### config.mk
export PLATFORM = sky130hd
export DESIGN_NAME = dmem_arbiter_flat
export DESIGN_NICKNAME = d
export VERILOG_FILES = /design/src/rtl/dmem_arbiter_if.sv /design/src/rtl/dmem_arbiter.sv /design/src/flat_wrapper.sv
export SDC_FILE = /design/constraint.sdc
export NUM_CORES = 1
export LEC_CHECK = 0
export CAP_MARGIN = 30
export CORE_MARGIN = 4
export CORE_UTILIZATION = 41
export DETAILED_ROUTE_END_ITERATION = 8
export PLACE_DENSITY = 0.81
export RECOVER_POWER = 100
export SETUP_SLACK_MARGIN = 0.02
export SLEW_MARGIN = 20
export SYNTH_ARGS = -nofsm -noshare
export SYNTH_HDL_FRONTEND = slang
export SYNTH_SLANG_ARGS = --single-unit
### constraint.sdc
create_clock -name clk -period 2.7 [get_ports clk]
set_clock_uncertainty 0.15 [all_clocks]
set_input_delay 0.54 -clock clk [delete_from_list [all_inputs] [get_ports clk]]
set_output_delay 0.54 -clock clk [all_outputs]
set_load 0.02 [all_outputs]
### src/rtl/dmem_arbiter_if.sv
// Requester-side and memory-side signals of the data-memory arbiter.
// The arbiter connects through the slave modport; a requester/memory model uses master.
interface dmem_arbiter_if;
  logic        m0_req, m0_we, m0_ack, m0_err;
  logic [31:0] m0_addr, m0_wdata, m0_rdata;
  logic        m1_req, m1_we, m1_lock, m1_ack, m1_err;
  logic [31:0] m1_addr, m1_wdata, m1_rdata;
  logic [31:0] dmem_araddr, dmem_rdata, dmem_awaddr, dmem_wdata;
  logic        dmem_awvalid, owner, busy;

  modport slave (
    input  m0_req, m0_we, m0_addr, m0_wdata,
    input  m1_req, m1_we, m1_addr, m1_wdata, m1_lock,
    input  dmem_rdata,
    output m0_ack, m0_err, m0_rdata, m1_ack, m1_err, m1_rdata,
    output dmem_araddr, dmem_awaddr, dmem_wdata, dmem_awvalid, owner, busy
  );

  modport master (
    output m0_req, m0_we, m0_addr, m0_wdata,
    output m1_req, m1_we, m1_addr, m1_wdata, m1_lock,
    output dmem_rdata,
    input  m0_ack, m0_err, m0_rdata, m1_ack, m1_err, m1_rdata,
    input  dmem_araddr, dmem_awaddr, dmem_wdata, dmem_awvalid, owner, busy
  );
endinterface

### src/rtl/dmem_arbiter.sv
// Two-master arbiter/sequencer for the synchronous-read data memory port.
// Define DMEM_ARB_RR_EN for round-robin tie-breaking; otherwise M0 has fixed priority.
module dmem_arbiter #(
  parameter int DMEM_SIZE = 16384,
  parameter int LOCK_MAX  = 16
) (
  input logic            clk,
  input logic            rst,
  dmem_arbiter_if.slave  bus
);

  localparam logic [2:0] IDLE    = 3'd0;
  localparam logic [2:0] WR      = 3'd1;
  localparam logic [2:0] RD_ADDR = 3'd2;
  localparam logic [2:0] RD_DATA = 3'd3;
  localparam logic [2:0] RESP    = 3'd4;
  localparam int CW = $clog2(LOCK_MAX + 1);

  logic [2:0]    state;
  logic          owner, err_q, lock_pend;
  logic [31:0]   addr_q, wdata_q, araddr_q, m0_rdata_q, m1_rdata_q;
  logic [CW-1:0] lock_cnt;
`ifdef DMEM_ARB_RR_EN
  logic          rr_last;
`endif

  logic        lock_win, any_req, win, win_we, addr_bad;
  logic [31:0] win_addr, win_wdata;

  // A pending lock overrides tie-breaking until it has been used LOCK_MAX times.
  always_comb begin
    lock_win = lock_pend && bus.m1_req && (32'(lock_cnt) < 32'(LOCK_MAX));
    any_req  = bus.m0_req || bus.m1_req;
    win      = bus.m1_req;
    if (lock_win) begin
      win = 1'b1;
    end else if (bus.m0_req && bus.m1_req) begin
`ifdef DMEM_ARB_RR_EN
      win = ~rr_last;
`else
      win = 1'b0;
`endif
    end
    win_we    = win ? bus.m1_we    : bus.m0_we;
    win_addr  = win ? bus.m1_addr  : bus.m0_addr;
    win_wdata = win ? bus.m1_wdata : bus.m0_wdata;
    addr_bad  = (win_addr >= 32'(DMEM_SIZE)) || (win_addr[1:0] != 2'b00);
  end

  always_ff @(posedge clk) begin
    if (rst) begin
      state      <= IDLE;
      owner      <= 1'b0;
      err_q      <= 1'b0;
      lock_pend  <= 1'b0;
      addr_q     <= '0;
      wdata_q    <= '0;
      araddr_q   <= '0;
      m0_rdata_q <= '0;
      m1_rdata_q <= '0;
      lock_cnt   <= '0;
`ifdef DMEM_ARB_RR_EN
      rr_last    <= 1'b1;
`endif
    end else begin
      case (state)
        IDLE: begin
          if (any_req) begin
            owner    <= win;
            addr_q   <= win_addr;
            wdata_q  <= win_wdata;
            err_q    <= addr_bad;
            lock_cnt <= lock_win ? lock_cnt + CW'(1) : '0;
`ifdef DMEM_ARB_RR_EN
            rr_last  <= win;
`endif
            // ARADDR only moves for a real read, so rejected requests leave it alone.
            if (addr_bad) begin
              state <= RESP;
            end else if (win_we) begin
              state <= WR;
            end else begin
              state    <= RD_ADDR;
              araddr_q <= win_addr;
            end
          end
        end
        WR:      state <= RESP;
        RD_ADDR: state <= RD_DATA;
        RD_DATA: begin
          if (owner) m1_rdata_q <= bus.dmem_rdata;
          else       m0_rdata_q <= bus.dmem_rdata;
          state <= RESP;
        end
        RESP: begin
          lock_pend <= owner && bus.m1_lock;
          state     <= IDLE;
        end
        default: state <= IDLE;
      endcase
    end
  end

  // Reset gates the strobe combinationally so an in-flight write never lands.
  assign bus.dmem_awvalid = (state == WR) && !rst;
  assign bus.dmem_awaddr  = addr_q;
  assign bus.dmem_wdata   = wdata_q;
  assign bus.dmem_araddr  = araddr_q;
  assign bus.m0_ack       = (state == RESP) && !owner;
  assign bus.m1_ack       = (state == RESP) && owner;
  assign bus.m0_err       = bus.m0_ack && err_q;
  assign bus.m1_err       = bus.m1_ack && err_q;
  assign bus.m0_rdata     = m0_rdata_q;
  assign bus.m1_rdata     = m1_rdata_q;
  assign bus.owner        = owner;
  assign bus.busy         = (state != IDLE);

endmodule

### src/flat_wrapper.sv
// flat-port wrapper written by rule: the top's interface ports become plain ports
module dmem_arbiter_flat 
#(
  parameter int DMEM_SIZE = 16384,
  parameter int LOCK_MAX  = 16
)
  (clk, rst, bus_m0_req, bus_m0_we, bus_m0_addr, bus_m0_wdata, bus_m1_req, bus_m1_we, bus_m1_addr, bus_m1_wdata, bus_m1_lock, bus_dmem_rdata, bus_m0_ack, bus_m0_err, bus_m0_rdata, bus_m1_ack, bus_m1_err, bus_m1_rdata, bus_dmem_araddr, bus_dmem_awaddr, bus_dmem_wdata, bus_dmem_awvalid, bus_owner, bus_busy);
  dmem_arbiter_if bus_i ();
  input logic clk;
  input logic rst;
  input wire logic [$bits(bus_i.m0_req)-1:0] bus_m0_req;
  input wire logic [$bits(bus_i.m0_we)-1:0] bus_m0_we;
  input wire logic [$bits(bus_i.m0_addr)-1:0] bus_m0_addr;
  input wire logic [$bits(bus_i.m0_wdata)-1:0] bus_m0_wdata;
  input wire logic [$bits(bus_i.m1_req)-1:0] bus_m1_req;
  input wire logic [$bits(bus_i.m1_we)-1:0] bus_m1_we;
  input wire logic [$bits(bus_i.m1_addr)-1:0] bus_m1_addr;
  input wire logic [$bits(bus_i.m1_wdata)-1:0] bus_m1_wdata;
  input wire logic [$bits(bus_i.m1_lock)-1:0] bus_m1_lock;
  input wire logic [$bits(bus_i.dmem_rdata)-1:0] bus_dmem_rdata;
  output wire logic [$bits(bus_i.m0_ack)-1:0] bus_m0_ack;
  output wire logic [$bits(bus_i.m0_err)-1:0] bus_m0_err;
  output wire logic [$bits(bus_i.m0_rdata)-1:0] bus_m0_rdata;
  output wire logic [$bits(bus_i.m1_ack)-1:0] bus_m1_ack;
  output wire logic [$bits(bus_i.m1_err)-1:0] bus_m1_err;
  output wire logic [$bits(bus_i.m1_rdata)-1:0] bus_m1_rdata;
  output wire logic [$bits(bus_i.dmem_araddr)-1:0] bus_dmem_araddr;
  output wire logic [$bits(bus_i.dmem_awaddr)-1:0] bus_dmem_awaddr;
  output wire logic [$bits(bus_i.dmem_wdata)-1:0] bus_dmem_wdata;
  output wire logic [$bits(bus_i.dmem_awvalid)-1:0] bus_dmem_awvalid;
  output wire logic [$bits(bus_i.owner)-1:0] bus_owner;
  output wire logic [$bits(bus_i.busy)-1:0] bus_busy;
  assign bus_i.m0_req = bus_m0_req;
  assign bus_i.m0_we = bus_m0_we;
  assign bus_i.m0_addr = bus_m0_addr;
  assign bus_i.m0_wdata = bus_m0_wdata;
  assign bus_i.m1_req = bus_m1_req;
  assign bus_i.m1_we = bus_m1_we;
  assign bus_i.m1_addr = bus_m1_addr;
  assign bus_i.m1_wdata = bus_m1_wdata;
  assign bus_i.m1_lock = bus_m1_lock;
  assign bus_i.dmem_rdata = bus_dmem_rdata;
  assign bus_m0_ack = bus_i.m0_ack;
  assign bus_m0_err = bus_i.m0_err;
  assign bus_m0_rdata = bus_i.m0_rdata;
  assign bus_m1_ack = bus_i.m1_ack;
  assign bus_m1_err = bus_i.m1_err;
  assign bus_m1_rdata = bus_i.m1_rdata;
  assign bus_dmem_araddr = bus_i.dmem_araddr;
  assign bus_dmem_awaddr = bus_i.dmem_awaddr;
  assign bus_dmem_wdata = bus_i.dmem_wdata;
  assign bus_dmem_awvalid = bus_i.dmem_awvalid;
  assign bus_owner = bus_i.owner;
  assign bus_busy = bus_i.busy;
  dmem_arbiter #(.DMEM_SIZE(DMEM_SIZE), .LOCK_MAX(LOCK_MAX)) u_core (.clk(clk), .rst(rst), .bus(bus_i));
endmodule
======== Word level (Yosys, flattened, before mapping) ========
Index checks and enable logic that the tools add are counted.
word-level totals
  flip-flop bits (word level) ............. 171
  input bits .............................. 167
  output and inout port bits .............. 167
operators by class
  add/sub/neg operators ................... 1
  magnitude comparators ................... 2
  equal/unequal tests ..................... 5
  mux-type cells .......................... 10
  bitwise operators ....................... 3
  reduce and logical (&&, ||, !) cells .... 21
operators with widths
  operator                                                                               number
  32-bit two-way mux                                                                     2
  32-bit by 15-bit greater-or-equal comparator with 1-bit output, second input constant  1
  1-bit logical AND                                                                      9
  3-bit one-hot mux with 3 select lines                                                  1
  3-bit by 2-bit equality test with 1-bit output, second input constant                  2
  3-bit two-way mux                                                                      2
  2-bit AND reduction                                                                    3
  5-bit by 1-bit adder with 5-bit output, second input constant                          1
  5-bit < comparator, second input constant                                              1
  5-bit two-way mux                                                                      1
  4-bit AND reduction                                                                    1
  3-bit by 1-bit equality test with 1-bit output, second input constant                  1
  3-bit equality test, second input constant                                             1
  3-bit zero test                                                                        1
  1-bit two-way mux                                                                      3
  1-bit inverter                                                                         3
  3-bit nonzero test                                                                     1
  1-bit zero test                                                                        2
  1-bit logical OR                                                                       2
  2-bit two-way mux                                                                      1
  2-bit by 1-bit inequality test with 1-bit output, second input constant                1
  2-bit nonzero test                                                                     1
  2-bit OR reduction                                                                     1

======== Longest topological paths before layout ========
  depth after elaboration ................. 9
  gate-level depth with buffers ........... 7
  depth with buffers taken out ............ 5

======== Worst setup path before layout ========
OpenSTA, ideal clock, no wires.
  kind .................................... input to register
  start point ............................. input bus_m1_addr[24]
  end point ............................... register u_core.araddr_q[10], in the netlist u_core.bus.dmem_araddr[10]
  data arrival time ....................... 2.054 ns
  required time ........................... 2.427 ns
  setup slack ............................. 0.373 ns
  cell stages on the path ................. 6
  path buffers ............................ 1
  cells stage by stage .................... nor4_1 -> nand2_1 -> or3_1 -> a211oi_4 -> buf_6 -> mux2_1
on the way
  longest elaborated chain between the ends .. 5
ends and longest elaborated chain
  element                                                         RTL line            RTL
  from (decl)                                                     flat_wrapper.sv:17  input wire logic [$bits(bus_i.m1_addr)-1:0] bus_m1_addr;
  32-bit two-way mux                                              dmem_arbiter.sv:45  win_addr = win ? bus.m1_addr : bus.m0_addr;
  32-bit by 15-bit greater-or-equal comparator with 1-bit output  dmem_arbiter.sv:47  addr_bad = (win_addr >= 32'(DMEM_SIZE)) || (win_addr[1:0] != 2'b00);
  1-bit logical OR                                                dmem_arbiter.sv:47
  1-bit inverter (no source line)                                 n/a
  4-bit AND reduction (no source line)                            n/a
  to (signal assigned)                                            dmem_arbiter.sv:84  araddr_q <= win_addr;
  to (decl)                                                       dmem_arbiter.sv:21  logic [31:0] addr_q, wdata_q, araddr_q, m0_rdata_q, m1_rdata_q;
No other way between the ends.
A chain may end at the register's enable or synchronous reset.

======== Worst setup path after layout ========
  start point ............................. input bus_m1_addr[16]
  end point ............................... register u_core.araddr_q[3], in the netlist u_core.bus.dmem_araddr[3]
Same word-level chain as after synthesis.

==> results_dict.tcl <==
set metrics [dict create \
    status "finished clean" \
    met2_usage_pct 40.14 \
    final_util_pct 68.89 \
    synthCells 831 \
    met3_usage_pct 7.574 \
    setup_violations 0 \
    ir_drop_uv 451.1 \
    endpoint_kind "flop" \
    wire_per_inst_um 16.53 \
    rsz0062_at_grt "no" \
    busiest_layer "met2" \
    slew_headroom_pct 24.54 \
    finalHoldViolations 0 \
    critPathLaunchType "input pin" \
    layout_setup_ws_ns 0.1345 \
    grt_pass1_wl_um 34780 \
    routabilityCongestion 0.8932 \
    dieArea_um2 18650 \
    cts_inserted_buffers 17 \
    tns_ns 0 \
    synth_seq_cells 171 \
    ff2ff_path_depth 5 \
    timing.rr.start "u_core.state[2]$_SDFFE_PP0P_" \
    place_hpwl_um 16620 \
    cp_slowest_stage_delay_ns 0.44 \
    worstSkewPairLatency_ns 0.41 \
    min_to "u_core.state[2]$_SDFFE_PP0P_" \
    core_um2 16060 \
    fin_cells 1376 \
    synthTopCellsByArea "dfxtp_1 (51%), nand2_1 (14%), a311oi_1 (6.6%)" \
    hold_path_depth 3 \
    ios 334 \
    crit_type "in -> reg" \
    fin_hold_ws_ns 0.2666 \
    rr_endpoint "u_core.bus.dmem_awaddr[28]$_SDFFE_PP0P_" \
    ys_seq_area_share_pct 50.51 \
    wl_um 22750 \
    max_freq_mhz 389.8 \
    period_minus_slack_ns 2.565 \
    max_cap_viol_count 0 \
    vias 6877 \
    holdCritPathClass "in -> reg" \
    async_flop_share_pct 0 \
    yosysMostFrequentCell "nand2_1" \
    htree_levels 4 \
    tightest_slew_ns 1.132 \
    overflow 0 \
    firstDrtPassIters 6 \
    r2r_setup_slack_ns 0.32 \
    drcViolationCount 0 \
    avgSynthCellArea_um2 8.156 \
    viasPerCell 4.998 \
    cts-root-buf "clkbuf_16" \
    syn-num-nets 999 \
    yosysTopAreaCell "dfxtp_1" \
    dieWidth_um 136.6 \
    die_h_um 136.6 \
    dpl_worst_slack_ns -0.2749 \
    crit_fanout 12 \
    grt_max_degree 178 \
    synth_edf_count 0 \
    period_share_pct 95.02 \
    grt_pass1_vias 6652 \
    yosysUniqueCellTypes 37 \
    power_density_nw_per_um2 566.2 \
    hp-start "rst" \
    grtUsageTotal_pct 23.85 \
    crit_chain "clkdlybuf4s50_1 > nor4_1 > nand3_1 > or3_1 > a211oi_2 > buf_12 > mux2_2" \
    fill_cells 1267 \
    cp_data_required_time_ns 2.86 \
    initial_core_util_pct 42.21 \
    finalMaxSlewViolations 0 \
    antenna_found_initial 0 \
    synth_common_cells "nand2_1 (244), dfxtp_1 (171), nor2_1 (86)" \
    synthFlopType "dfxtp_1" \
    yosysTopAreaCellShare_pct 50.51 \
    area_delta_synth_final_pct 63.21 \
    syn_area_um2 6778 \
    cellLeakagePower_uw 0.004588 \
    dp.cells 1345 \
    portBuffers 333 \
    finalNetCount 1316 \
    drtIter0Drc 402 \
    antenna_left 0 \
    yosysWarnings 0 \
    met1_usage_pct 27.13 \
    cts.clk_slew.worst_paths_ns 0.06 \
    cts_max_path_buffers 2 \
    n_antenna_cell 0 \
    cts_tree "done" \
    drive_gt1_share_pct 6.293 \
    cp.arrival_ns 2.72 \
    cp_slowest_cell "clkdlybuf4s50_1" \
    cts_hold_buf 0 \
    row_count 46 \
    cts.sinks 171 \
]
==> kinds of logic after synthesis <==
group           after synthesis  share of synthesized area (%)
compound gates              165                          16.78
fa+ha+maj                     1                         0.1846
buf+inv                      91                          5.612
mux                          27                          4.227
flops                       171                          50.51
simple gates                373                          22.30
xor+xnor                      3                         0.3877
==> per-stage QoR <==
| step | power [µW] | instance area [µm²] |
|---|---|---|
| 2_1_floorplan | 3155 | 6778 |
| 3_3_place_gp | 3730 | 10460 |
| 3_5_place_dp | 3745 | 10460 |
| 4_1_cts | 6354 | 11100 |
| 5_1_grt | 6485 | 11060 |
| 6_report | 6263 | 11060 |
==> layer usage <==
metal / part of all wire [%] / wire length (µm)
met4: 4.5 / 1020
met3: 8.1 / 1841
met1: 39 / 8844
met5: 0 / 0
met2: 49 / 11040
==> flip-flops by register name, indices dropped and copies added, names as in the netlist <==
name	count
u_core.bus.m1_rdata	32
u_core.bus.owner	1
u_core.lock_cnt	5
u_core.bus.m0_rdata	32
u_core.bus.dmem_araddr	32
u_core.state	3
u_core.err_q	1
u_core.bus.dmem_awaddr	32
u_core.lock_pend	1
u_core.bus.dmem_wdata	32
==> worst max-delay path: cells and delay by family <==
family / cells / cell delay, ns
AO/OA/AOI/OAI: 1 / 0.35
buffers and inverters: 2 / 0.63
multiplexers: 1 / 0.33
AND/OR/NAND/NOR: 3 / 0.89
==> cell type report <==
| cell class | count | area, µm² | area share (%) |
|---|---|---|---|
| Inverter | 22 | 82.58 | 0.7465 |
| Clock buffer | 21 | 470.5 | 4.253 |
| Tap cell | 216 | 270.3 | 2.443 |
| Multi-Input combinational cell | 569 | 2984 | 26.98 |
| Clock inverter | 10 | 163.9 | 1.482 |
| Timing Repair Buffer | 367 | 3667 | 33.15 |
| Sequential cell | 171 | 3423 | 30.95 |
==> where the power goes <==
group          internal (µW)  switching (µW)
Clock                   1620             994
Sequential              2630            53.7
Combinational            489             479
Total                   4740            1530
==> how the worst max path moves through the flow <==
| stage | startpoint | to | slack, ns | depth (start not counted) |
|---|---|---|---|---|
| floorplan | bus_m1_addr[24] | u_core.bus.dmem_araddr[10]$_SDFFE_PP0P_ | 0.37 | 6 |
| global placement | bus_m1_addr[17] | u_core.bus.dmem_araddr[3]$_SDFFE_PP0P_ | -0.26 | 7 |
| global route | bus_m1_addr[17] | u_core.bus.dmem_araddr[7]$_SDFFE_PP0P_ | 0.06 | 7 |
| CTS | u_core.state[0]$_SDFFE_PP0P_ | bus_m1_err | 0.02 | 4 |
| detailed placement | bus_m1_addr[16] | u_core.bus.dmem_araddr[11]$_SDFFE_PP0P_ | -0.27 | 7 |
| finish | bus_m1_addr[16] | u_core.bus.dmem_araddr[3]$_SDFFE_PP0P_ | 0.13 | 7 |
==> layout by cell type (no fill, tap or decap), types with 2 or more instances in the layout <==
master	instances
nand4_1	3
clkdlybuf4s50_1	167
xor2_1	2
nor4_1	11
a21oi_1	71
clkbuf_4	2
nand2_1	244
mux2i_1	14
clkinv_4	2
a311oi_1	51
and2_0	2
a211oi_1	33
clkbuf_1	4
clkbuf_16	17
dlygate4sd3_1	163
or3_1	2
nor2b_1	13
mux2_1	10
and3_1	4
dfxtp_1	171
nand3_1	3
buf_12	8
clkbuf_8	3
clkinv_2	2
nor2_1	86
o21ai_0	2
inv_1	22
buf_4	23
bufinv_16	4
mux2_2	3
==> what timing repair did <==
action	4_1_cts	5_1_grt
buffers inserted	0	0
endpoints found under the setup margin	0	2
resized for setup	0	2
(Power assumes the default switching activity.)
